<file path="config.mk">
export PLATFORM = sky130hd
export DESIGN_NAME = fetch_prefetch
export DESIGN_NICKNAME = d
export VERILOG_FILES = /design/src/rtl/fetch_prefetch.sv
export SDC_FILE = /design/constraint.sdc
export NUM_CORES = 1
export LEC_CHECK = 0
export CORE_MARGIN = 2
export CORE_UTILIZATION = 45
export CTS_BUF_LIST = sky130_fd_sc_hd__clkbuf_16
export DETAILED_ROUTE_END_ITERATION = 12
export GPL_TIMING_DRIVEN = 0
export PLACE_DENSITY = 0.71
export SLEW_MARGIN = 15
export SYNTH_ARGS = -nofsm -noshare
export SYNTH_HDL_FRONTEND = slang
export SYNTH_SLANG_ARGS = --single-unit
</file>
<file path="constraint.sdc">
create_clock -name clk -period 3.59 [get_ports clk]
set_input_delay 0.718 -clock clk [delete_from_list [all_inputs] [get_ports clk]]
set_output_delay 0.718 -clock clk [all_outputs]
set_load 0.1 [all_outputs]
</file>
<file path="src/rtl/fetch_prefetch.sv">
// fetch_prefetch: sequential instruction fetch stage with a small prefetch queue.
//
// Keeps at most one request in flight to a variable-latency instruction
// memory. Returned words are queued together with their PC in a DEPTH-entry
// FIFO that feeds decode. Flush and interrupt both redirect fetch, empty the
// queue and squash a response that is still in flight.
//
// Ports
//   clk, rst_n               clock (rising edge), asynchronous active-low reset
//   mem_req / mem_addr       one-cycle request strobe and its fetch address
//   mem_rvalid / mem_rdata   response strobe and word (1+ cycles after mem_req)
//   stall                    decode cannot take the head entry this cycle
//   flush / redirect_pc      redirect fetch to redirect_pc (highest priority)
//   int_req                  level interrupt request
//   int_ack / epc            taken pulse and captured return PC
//   instr_valid / instr      head entry valid / head word (NOP_INSTR if empty)
//   instr_pc / pc_next       PC of the head entry and that PC + 4
//
// Decode handshake: instr_valid=1 offers the head entry; it is consumed on
// any cycle where instr_valid=1 and stall=0, except a flush or interrupt
// cycle, which discards the whole queue instead. While stall=1 the offered
// instr, instr_pc and pc_next hold.

module fetch_prefetch #(
    parameter int               XLEN      = 32,
    parameter int               DEPTH     = 4,
    parameter logic [XLEN-1:0]  RESET_PC  = 32'h0000_2000,
    parameter logic [XLEN-1:0]  INT_VEC   = 32'h0000_1000,
    parameter logic [XLEN-1:0]  NOP_INSTR = 32'h0800_0000
) (
    input  logic            clk,
    input  logic            rst_n,
    output logic            mem_req,
    output logic [XLEN-1:0] mem_addr,
    input  logic            mem_rvalid,
    input  logic [XLEN-1:0] mem_rdata,
    input  logic            stall,
    input  logic            flush,
    input  logic [XLEN-1:0] redirect_pc,
    input  logic            int_req,
    output logic            int_ack,
    output logic [XLEN-1:0] epc,
    output logic            instr_valid,
    output logic [XLEN-1:0] instr,
    output logic [XLEN-1:0] instr_pc,
    output logic [XLEN-1:0] pc_next
);

    localparam int              PW      = $clog2(DEPTH);
    localparam int              CW      = $clog2(DEPTH + 1);
    localparam logic [XLEN-1:0] PC_STEP = XLEN'(4);

    logic [XLEN-1:0] fetch_pc;
    logic [XLEN-1:0] req_pc;        // PC of the request currently in flight
    logic            outstanding;
    logic            discard;       // in-flight response belongs to a squashed path
    logic            taken;         // interrupt already taken for this int_req level

    logic [XLEN-1:0] fifo_pc    [DEPTH];
    logic [XLEN-1:0] fifo_instr [DEPTH];
    logic [PW-1:0]   rd_ptr;
    logic [PW-1:0]   wr_ptr;
    logic [CW-1:0]   count;

    logic            fifo_empty;
    logic            take_int;
    logic            redirect;
    logic [XLEN-1:0] redirect_target;
    logic [CW:0]     in_use;
    logic            has_credit;
    logic            issue;
    logic            rsp_accept;
    logic            push;
    logic            pop;
    logic [XLEN-1:0] epc_sel;

    assign fifo_empty      = (count == '0);

    // rst_n gates the combinational strobes so they read 0 while reset is held.
    assign take_int        = rst_n & int_req & ~flush & ~taken;
    assign redirect        = flush | take_int;
    assign redirect_target = flush ? redirect_pc : INT_VEC;

    // The in-flight request reserves a slot so its response always fits.
    assign in_use          = {1'b0, count} + {{CW{1'b0}}, outstanding};
    assign has_credit      = (in_use < (CW+1)'(DEPTH));
    assign issue           = rst_n & ~outstanding & has_credit & ~redirect;

    assign rsp_accept      = mem_rvalid & outstanding;
    assign push            = rsp_accept & ~discard & ~redirect;
    assign pop             = ~fifo_empty & ~stall & ~redirect;

    // Return PC: oldest instruction not yet handed to decode. A squashed
    // in-flight request does not count.
    always_comb begin
        epc_sel = fetch_pc;
        if (!fifo_empty) begin
            epc_sel = fifo_pc[rd_ptr];
        end else if (outstanding && !discard) begin
            epc_sel = req_pc;
        end
    end

    always_ff @(posedge clk or negedge rst_n) begin
        if (!rst_n) begin
            fetch_pc    <= RESET_PC;
            req_pc      <= '0;
            outstanding <= 1'b0;
            discard     <= 1'b0;
            taken       <= 1'b0;
            rd_ptr      <= '0;
            wr_ptr      <= '0;
            count       <= '0;
            epc         <= '0;
        end else begin
            if (redirect) begin
                fetch_pc    <= redirect_target;
                rd_ptr      <= '0;
                wr_ptr      <= '0;
                count       <= '0;
                // A response landing in this cycle retires the request here;
                // otherwise it is still coming and must be thrown away.
                outstanding <= outstanding & ~mem_rvalid;
                discard     <= outstanding & ~mem_rvalid;
            end else begin
                if (issue) begin
                    fetch_pc    <= fetch_pc + PC_STEP;
                    req_pc      <= fetch_pc;
                    outstanding <= 1'b1;
                end else if (rsp_accept) begin
                    outstanding <= 1'b0;
                end
                if (rsp_accept) begin
                    discard <= 1'b0;
                end
                if (push) begin
                    wr_ptr <= wr_ptr + PW'(1);
                end
                if (pop) begin
                    rd_ptr <= rd_ptr + PW'(1);
                end
                if (push && !pop) begin
                    count <= count + CW'(1);
                end else if (pop && !push) begin
                    count <= count - CW'(1);
                end
            end
            if (take_int) begin
                epc <= epc_sel;
            end
            taken <= int_req & (taken | take_int);
        end
    end

    // Queue storage needs no reset; count gates every read.
    always_ff @(posedge clk) begin
        if (push) begin
            fifo_pc[wr_ptr]    <= req_pc;
            fifo_instr[wr_ptr] <= mem_rdata;
        end
    end

    assign mem_req     = issue;
    assign mem_addr    = fetch_pc;
    assign int_ack     = take_int;
    assign instr_valid = ~fifo_empty;
    assign instr       = fifo_empty ? NOP_INSTR : fifo_instr[rd_ptr];
    assign instr_pc    = fifo_empty ? '0 : fifo_pc[rd_ptr];
    assign pc_next     = instr_pc + PC_STEP;

endmodule

</file>
==> flow_summary.ini <==
[run_status]
status = complete, but fails checks
failed_checks = setup timing

[finish]
final_nets = 1466
antenna_cells_inserted = 0
area.growth.synth_to_final_pct = 34.26
layout_commonest_cell = edfxtp_1
final_core_utilization_pct = 61.34
fillerInstances = 2609
final-seq-area_um2 = 10340
post_route_cells_drive_above_1_share_pct = 30.44
layout.cells.most_common_list = edfxtp_1, clkdlybuf4s50_1, nand2_1
fin_area_um2 = 21140
multi_input_area_um2 = 5629

[logic_synthesis]
post_synth_mux_area_share_pct = 13.90
synth_top_area_share_pct = 48.83
postSynthCellCount = 1068
yosys.area_share.xor_xnor_pct = 2.281
ys_async_sr_fraction_pct = 29.28
post-synth-top-area-cell = edfxtp_1
synth_top_family_by_area = multiplexers
synth.area.top_cells = edfxtp_1, dfrtp_1, mux4_2
syn-num-nets = 1145
post_synth_instance_area_um2 = 15740
synthSimpleGateAreaFrac_pct = 9.664
synth-seq-area-share_pct = 65.68
synth.distinct_cells = 68
synth_top_flop_cell = edfxtp_1
synth-edff-count = 256
ys.warnings.count = 0
synth.avg_cell_area_um2 = 14.74
area_fraction_in_compound_gates_after_synthesis_pct = 5.094
ys_seq_elements = 362
synth-adder-area-share_pct = 0.6040

[cts]
number_of_cts_inserted_buffers = 37
cts.clk_slew.worst_paths_ps = 60
cts_buffer_depth = 3
cts_tree = built
number_of_hold_repair_buffers_added_at_the_cts_stage = 0
worst_skew_pair.late_latency_ps = 530
clockRootBuffer = clkbuf_16
tritoncts_num_sinks = 362
h-tree-depth = 2

[route]
drtPass1Iterations = 5
drt-vias-per-instance = 5.625
detail_route.iter0.violations = 936
num_vias = 10530
final_antenna_net_count = 0
wl_um = 43170
drt_drc_violations_left = 0
drt-wirelength-per-cell_um = 23.07

[placement]
dpl.hpwl_um = 28840
place.port_buffers = 232
dp_slack_ps = -2324
place_area_um2 = 19290
routability_congestion_estimate = 0.8861

[setup_path]
critical_path_required_ps = 2870
setup.worst_path.start_class = flip-flop
critical_path_arrival_ps = 3100
cpMaxStageDelayCell = dfrtp_2
crit-reg2reg-launch = outstanding
worstSetupPathType = reg -> out
critPathMaxStageDelay_ps = 450
critical-path-top-delay-family = simple AND/OR/NAND/NOR gates
crit_chain = buf_12 -> mux4_2 -> nand2_8 -> clkinvlp_4 -> ha_4 -> nand2_4 -> nor4_4 -> buf_6 -> and4_4 -> nand4_1 -> xnor2_4 -> buf_12
worst-path-buf-inv = 4
worst_reg2reg_path_endpoint = fifo_instr[3][25]
critPathMostFrequentCell = buf_12
end_kind = output port
worst-path-max-fanout = 8
reg2reg_slack_ps = 170
reg2regPathDepth = 6

[global_route]
antenna_found_initial = 0
vias_in_the_first_global_route = 10560
global_route.usage.total_pct = 23.78
grt_start_max_net_pins = 67
total_global_routing_overflow = 0
global_route_wire_length_before_repair_um = 64590

[die]
start_util_pct = 45.69
fp.dieArea_um2 = 36500
std_cell_rows = 68
top_level_ports = 233
die-height_um = 191.0
dieWidth_um = 191.0
coreArea_um2 = 34460

[sta]
finalMaxSlewViolations = 0
holdWs_ps = 115.5
hold_vio_cnt_final = 0
finClkSkew_ps = 24.49
final.period_utilization_pct = 106.3
timing_worst_slew_pin_value_ps = 1101
unrepaired_setup_endpoints_after_global_routing = yes
worst_slack_ps = -225.7
fmax_achieved_ghz = 0.2621
timing.final.setup_violations = 20
timing.max_slew.rel_slack_pct = 26.34
period_minus_slack_ps = 3816

[worst_hold_path]
hp-class = in -> async

[flow_run]
cap_violations = 0
worst reg2reg max path, cell delays in order (launching register included):
cell and delay [ps]:
dfrtp_1 410, nor2b_1 150, clkbuf_1 580, clkdlybuf4s15_2 620, and2_0 390, and3_4 620
buf_12 300
synthesized netlist by cell type, types with 13 or more instances:
| master | instances |
|---|---|
| a21oi_1 | 51 |
| a31oi_1 | 13 |
| and2_1 | 45 |
| clkbuf_1 | 37 |
| dfrtp_1 | 105 |
| edfxtp_1 | 256 |
| inv_1 | 29 |
| mux2_2 | 55 |
| mux4_2 | 54 |
| nand2_1 | 108 |
| nand3_1 | 17 |
| nand4_1 | 13 |
| nor2_1 | 50 |
| nor3_1 | 14 |
| o21ai_0 | 43 |
| xnor2_1 | 33 |
final cells by class:
class                           instances  share of cell area (%)
Sequential cell                       362                   48.94
Multi-Input combinational cell        612                   26.63
Timing Repair Buffer                  285                   13.69
Clock buffer                           38                   4.499
Tap cell                              455                   2.693
Buffer                                 60                   2.089
Clock inverter                         28                  0.8701
Inverter                               31                  0.5919
what timing repair did:
| item | in CTS | in global routing |
|---|---|---|
| cloned | 1 | 0 |
| buffers inserted | 34 | 14 |
| endpoints found under the setup margin | 151 | 69 |
| resized for setup | 554 | 43 |
| pin swaps | 25 | 15 |
routing by layer:
| layer | track usage [%] | routed length, um | share of wire, % | up-vias |
|---|---|---|---|---|
| met5 | 0 | 0 | 0 | - |
| met4 | 6.768 | 1014 | 2.3 | 0 |
| met3 | 4.223 | 3402 | 7.9 | 77 |
| met2 | 38.32 | 20840 | 48 | 466 |
| met1 | 33.33 | 17910 | 41 | 5353 |
| li1 | - | - | - | 4629 |
logic make-up (layout without fill, tap and decap cells):
| kind of cell | Yosys count | in the layout |
|---|---|---|
| AND/OR/NAND/NOR | 297 | 297 |
| flip-flops | 362 | 362 |
| AO/OA/AOI/OAI | 139 | 139 |
| buffers and inverters | 94 | 442 |
| multiplexers | 128 | 128 |
| adder cells (fa/ha/maj) | 7 | 7 |
| XOR/XNOR | 41 | 41 |
how the worst max path moves through the flow:
stage,slack (ps),startpoint,end,cells after the start
after CTS,-430,rd_ptr[0],pc_next[28],12
after floorplan,-540,rd_ptr[0],pc_next[24],11
after global routing,-330,rd_ptr[0],pc_next[28],9
final,-230,rd_ptr[0],pc_next[28],12
after detailed placement,-2320,count[2],pc_next[22],12
after global placement,-5570,rst_n,mem_req,9
through the flow:
step / cells / TNS [ps]
floorplan: 1068 / -5182
global placement: 1755 / -2162050
detailed placement: 1760 / -162920
CTS: 1861 / -3679
global route: 1871 / -4424
finish: 1871 / -2491
sequential cells by signal (all words and copies together), names as in the netlist:
signal,flops
outstanding,1
epc,32
mem_addr,32
count,3
taken,1
fifo_pc,128
rd_ptr,2
wr_ptr,2
discard,1
req_pc,32
fifo_instr,128
Power is not shown: default switching activity piles up to over one toggle a cycle in this logic, so the estimate is an artifact.
